[config.mk]
export PLATFORM = sky130hd
export DESIGN_NAME = captura_numeros
export DESIGN_NICKNAME = d
export VERILOG_FILES = /design/src/rtl/captura_numeros.sv
export SDC_FILE = /design/constraint.sdc
export NUM_CORES = 1
export LEC_CHECK = 0
export ABC_AREA = 1
export BUFFER_PORTS_ARGS = -buffer_cell sky130_fd_sc_hd__buf_2
export CORE_MARGIN = 3
export CORE_UTILIZATION = 57
export CTS_CLUSTER_DIAMETER = 100
export DETAILED_ROUTE_END_ITERATION = 10
export PLACE_DENSITY = 0.81
export SLEW_MARGIN = 20
export SYNTH_ARGS = -nofsm -noshare
export SYNTH_HDL_FRONTEND = slang
export SYNTH_SLANG_ARGS = --single-unit
export TNS_END_PERCENT = 10
[constraint.sdc]
create_clock -name clk -period 2.3 [get_ports clk]
set_input_delay 0.345 -clock clk [delete_from_list [all_inputs] [get_ports clk]]
set_output_delay 0.345 -clock clk [all_outputs]
set_load 0.02 [all_outputs]
[src/rtl/captura_numeros.sv]
// Assembles two decimal operands from keypad strobes, keeping each in BCD and
// binary form, and hands them downstream through a done/ack handshake.
module captura_numeros #(
  parameter int unsigned N_DIGITS = 3,
  parameter int unsigned BIN_W    = 10
) (
  input  logic                    clk,
  input  logic                    rst,
  input  logic                    key_valid,
  input  logic [3:0]              key_code,
  input  logic                    ack,
  output logic [4*N_DIGITS-1:0]   numero1_bcd,
  output logic [4*N_DIGITS-1:0]   numero2_bcd,
  output logic [BIN_W-1:0]        numero1_bin,
  output logic [BIN_W-1:0]        numero2_bin,
  output logic [1:0]              digit_count,
  output logic                    sel_num2,
  output logic                    done
);

  localparam int unsigned BCD_W   = 4 * N_DIGITS;
  localparam logic [3:0] KEY_ENTER = 4'hA;
  localparam logic [3:0] KEY_CLEAR = 4'hB;
  localparam logic [BIN_W-1:0] TEN = BIN_W'(10);

  typedef enum logic [1:0] {
    S_NUM1 = 2'd0,
    S_NUM2 = 2'd1,
    S_DONE = 2'd2
  } state_e;

  state_e             state_q, state_d;
  logic [BCD_W-1:0]   n1_bcd_q, n1_bcd_d, n2_bcd_q, n2_bcd_d;
  logic [BIN_W-1:0]   n1_bin_q, n1_bin_d, n2_bin_q, n2_bin_d;
  logic [1:0]         cnt_q, cnt_d;
  logic               sel_q, sel_d;
  logic               done_q, done_d;

  logic               key_digit;
  logic               room;
  logic               clear_all;

  // Next-state and operand update
  always_comb begin
    state_d   = state_q;
    n1_bcd_d  = n1_bcd_q;
    n2_bcd_d  = n2_bcd_q;
    n1_bin_d  = n1_bin_q;
    n2_bin_d  = n2_bin_q;
    cnt_d     = cnt_q;
    clear_all = 1'b0;
    key_digit = key_valid && (key_code <= 4'd9);
    room      = 32'(cnt_q) < N_DIGITS;

    case (state_q)
      S_NUM1, S_NUM2: begin
        if (key_valid && key_code == KEY_CLEAR) begin
          clear_all = 1'b1;
        end else if (key_valid && key_code == KEY_ENTER) begin
          if (state_q == S_NUM1) begin
            state_d = S_NUM2;
            cnt_d   = 2'd0;
          end else begin
            state_d = S_DONE;
          end
        end else if (key_digit && room) begin
          if (state_q == S_NUM1) begin
            n1_bcd_d = {n1_bcd_q[BCD_W-5:0], key_code};
            n1_bin_d = n1_bin_q * TEN + BIN_W'(key_code);
          end else begin
            n2_bcd_d = {n2_bcd_q[BCD_W-5:0], key_code};
            n2_bin_d = n2_bin_q * TEN + BIN_W'(key_code);
          end
          cnt_d = cnt_q + 2'd1;
        end
      end
      S_DONE: begin
        // Operands are frozen here; only ack or clear release them.
        if (ack || (key_valid && key_code == KEY_CLEAR)) begin
          clear_all = 1'b1;
        end
      end
      default: clear_all = 1'b1;
    endcase

    if (clear_all) begin
      state_d  = S_NUM1;
      n1_bcd_d = '0;
      n2_bcd_d = '0;
      n1_bin_d = '0;
      n2_bin_d = '0;
      cnt_d    = 2'd0;
    end

    sel_d  = (state_d != S_NUM1);
    done_d = (state_d == S_DONE);
  end

  always_ff @(posedge clk or posedge rst) begin
    if (rst) begin
      state_q  <= S_NUM1;
      n1_bcd_q <= '0;
      n2_bcd_q <= '0;
      n1_bin_q <= '0;
      n2_bin_q <= '0;
      cnt_q    <= 2'd0;
      sel_q    <= 1'b0;
      done_q   <= 1'b0;
    end else begin
      state_q  <= state_d;
      n1_bcd_q <= n1_bcd_d;
      n2_bcd_q <= n2_bcd_d;
      n1_bin_q <= n1_bin_d;
      n2_bin_q <= n2_bin_d;
      cnt_q    <= cnt_d;
      sel_q    <= sel_d;
      done_q   <= done_d;
    end
  end

  assign numero1_bcd = n1_bcd_q;
  assign numero2_bcd = n2_bcd_q;
  assign numero1_bin = n1_bin_q;
  assign numero2_bin = n2_bin_q;
  assign digit_count = cnt_q;
  assign sel_num2    = sel_q;
  assign done        = done_q;

endmodule

==> results.py <==
metrics = {
    "clocking": {
        "cts_made_buffers": 5,
        "clock-sinks": 48,
        "clock_latency_ns": 0.30,
        "tritoncts": "yes",
        "cts.clk_slew.worst_paths_ns": 0.08,
        "cts_max_level": 2,
        "clockBufferDepth": 2,
        "cts_root_buf": "clkbuf_8",
    },
    "logic_synthesis": {
        "syn_nets": 451,
        "yosys.cell_types.count": 31,
        "yosysSeqAreaShare_pct": 37.0,
        "avgSynthCellArea_um2": 7.91,
        "synth_cells": 410,
        "ys_warn_count": 0,
        "ys_ff_latch": 48,
        "syn_area_mm2": 0.00324,
    },
    "timing": {
        "setup_viol": 0,
        "maxSlewHeadroom_pct": 65.4,
        "final-hold-violation-count": 0,
        "max_freq_ghz": 0.452,
        "worst_pin_slew_ns": 0.518,
        "slew_violations": 0,
        "skew_ns": 0.00642,
        "period_needed_ns": 2.21,
        "rsz0062_at_grt": "yes",
        "holdWs_ns": 0.0696,
        "setup_ws_ns": 0.0852,
        "fin_crit_sh_pct": 96.3,
    },
    "placed_design": {
        "post-place-ws_ns": 0.000728,
        "dp_hpwl_mm": 5.84,
        "port_buffers": 55,
        "gp_congestion": 0.902,
    },
    "worst_setup_path": {
        "cp-start-kind": "flop",
        "timing.critical_path.mode_cell": "nand2_1",
        "critical_path_class": "flop to flop",
        "end_kind": "flop",
        "crit_path_max_incr_delay_ns": 0.57,
        "cp_slowest_cell": "fa_1",
        "ff2ff_path_depth": 11,
        "crit_fanout": 4,
        "path_cells": "ha_4 > ha_4 > fa_1 > nand2_1 > inv_2 > nand4_1 > a21oi_2 > nand2_1 > nand2_1 > nand3_1 > nand2_1",
        "arrival_ns": 2.46,
        "required_ns": 2.54,
    },
    "floorplanning": {
        "coreArea_mm2": 0.00530,
        "die_w_um": 81.4,
        "fp.dieH_um": 81.4,
        "initial_core_util_pct": 61.2,
        "io_pins": 56,
        "die_area_mm2": 0.00663,
        "rows": 26,
    },
    "global_routing": {
        "antenna_found_initial": 0,
        "track_usage_pct": 25.1,
        "grt_first_pass_wirelength_mm": 13.0,
        "grt_pass1_vias": 2848,
        "grt_overflow": 0,
        "grt_max_degree": 26,
    },
    "power_and_ir_drop": {
        "cellPowerDensity_mw_per_mm2": 1690,
        "peakVddDrop_v": 0.000913,
        "leakagePower_nw": 2.17,
    },
    "routing": {
        "vias_per_cell": 5.40,
        "dr.first_iter.drc_count": 190,
        "vias": 2965,
        "firstDrtPassIters": 5,
        "drc": 0,
        "wirelength_mm": 7.92,
        "postRouteAntennaNets": 0,
        "wl_per_cell_um": 14.4,
    },
    "cells_and_area": {
        "layout_commonest_cell": "nand2_1",
        "most-common-layout-cells": "nand2_1 (133), buf_2 (55), inv_1 (48), dfrtp_1 (47), nand3_1 (45)",
        "antennaDiodeCount": 0,
        "areaGrowthSynthToFinish_pct": 19.1,
        "multi_input_area_mm2": 0.00181,
        "layout.nets": 520,
        "seqCellArea_mm2": 0.00120,
        "final.fill_count": 400,
        "layout-drive-gt1-share_pct": 25.5,
    },
    "worst_hold_path": {
        "hold_class": "primary input to async pin",
    },
    "status": {
        "status": "completed",
    },
    "run": {
        "maxCapViolCount": 0,
    },
}
## layer usage
metal / wire length [um] / part of all wire [%] / GRT usage (%)
met4: 65 / 0.82 / 7.09
met3: 522 / 6.6 / 3.95
met1: 3610 / 46 / 34.3
met5: 0 / 0 / 0
met2: 3730 / 47 / 41.5
## worst max-delay path, delay by kind of cell (launching register included)
kind                     cells  cell delay, ns
AO/OA/AOI/OAI                1            0.19
adder cells (fa/ha/maj)      3            1.00
flip-flops                   1            0.42
buffers and inverters        1            0.06
AND/OR/NAND/NOR              6            0.48
## cells by family after synthesis
logic type,count (synthesis),synth area share [%]
compound gates,42,8.83
xor+xnor,9,2.43
fa+ha+maj,33,13.7
buf+inv,66,9.53
flops,48,37.0
simple gates,212,28.5
## area by class of cell
| type | count | area share, % |
|---|---|---|
| multi-input cells | 296 | 47.0 |
| inverters | 55 | 5.35 |
| clock buffers | 5 | 1.78 |
| clock inverters | 2 | 1.55 |
| flip-flops and latches | 48 | 31.1 |
| well taps | 70 | 2.27 |
| repair buffers | 73 | 10.9 |
## registers in the layout (all words and copies together), names as in the netlist
register	cells
digit_count	2
done	1
numero1_bcd	12
numero1_bin	9
numero2_bcd	12
numero2_bin	9
sel_num2	1
state_q	2
## synth_stat cells (all sizes together)
| cell type | count | area, um^2 |
|---|---|---|
| buf | 11 | 103 |
| o211ai | 2 | 15.0 |
| nand2 | 136 | 518 |
| o21ai | 23 | 141 |
| o41ai | 1 | 8.76 |
| nand4 | 2 | 12.5 |
| o22ai | 6 | 68.8 |
| nor3 | 5 | 36.3 |
| nand3 | 50 | 275 |
| fa | 4 | 80.1 |
| and3 | 1 | 6.26 |
| a21oi | 9 | 45.0 |
| xor2 | 3 | 26.3 |
| nor2 | 18 | 77.6 |
| inv | 55 | 206 |
| ha | 29 | 363 |
| o21bai | 1 | 7.51 |
| dfrtp | 48 | 1200 |
| xnor2 | 6 | 52.6 |
## path summary, 6_finish.rpt
kind,startpoint,slack (ns),end
setup reg to reg,numero2_bin[3],0.09,numero2_bin[8]
max in group asynchronous,rst,1.72,sel_num2
setup / recovery,numero2_bin[3],0.09,numero2_bin[8]
min in group clk,key_code[0],0.36,numero1_bcd[0]
hold reg to reg,numero2_bcd[11],0.49,numero2_bcd[11]
hold / removal,rst,0.07,numero2_bcd[3]
## through the flow
stage	setup TNS (ns)	total power, W	cell area [um^2]	utilization (%)	std cells
finish	0	0.00654	3860	72.8	549
global route	-0.0123	0.00710	3860	72.8	549
CTS	0	0.00630	3780	71.3	545
detailed placement	0	0.00547	3620	68.3	538
global placement	0	0.00532	3620	68.3	538
floorplan	0	0.00443	3240	-	410
## where the power goes
group / switching [W] / internal, W
clock network: 0.000282 / 0.000428
registers: 0.000306 / 0.00121
logic: 0.00266 / 0.00166
total: 0.00325 / 0.00329
## timing repair
item | 4_1_cts | 5_1_grt
hold buffers | 0 | 0
pin swaps | 2 | 9
resized for setup | 4 | 12
setup buffers | 0 | 4
endpoints found under the setup margin | 1 | 8
(Power assumes the default switching activity.)
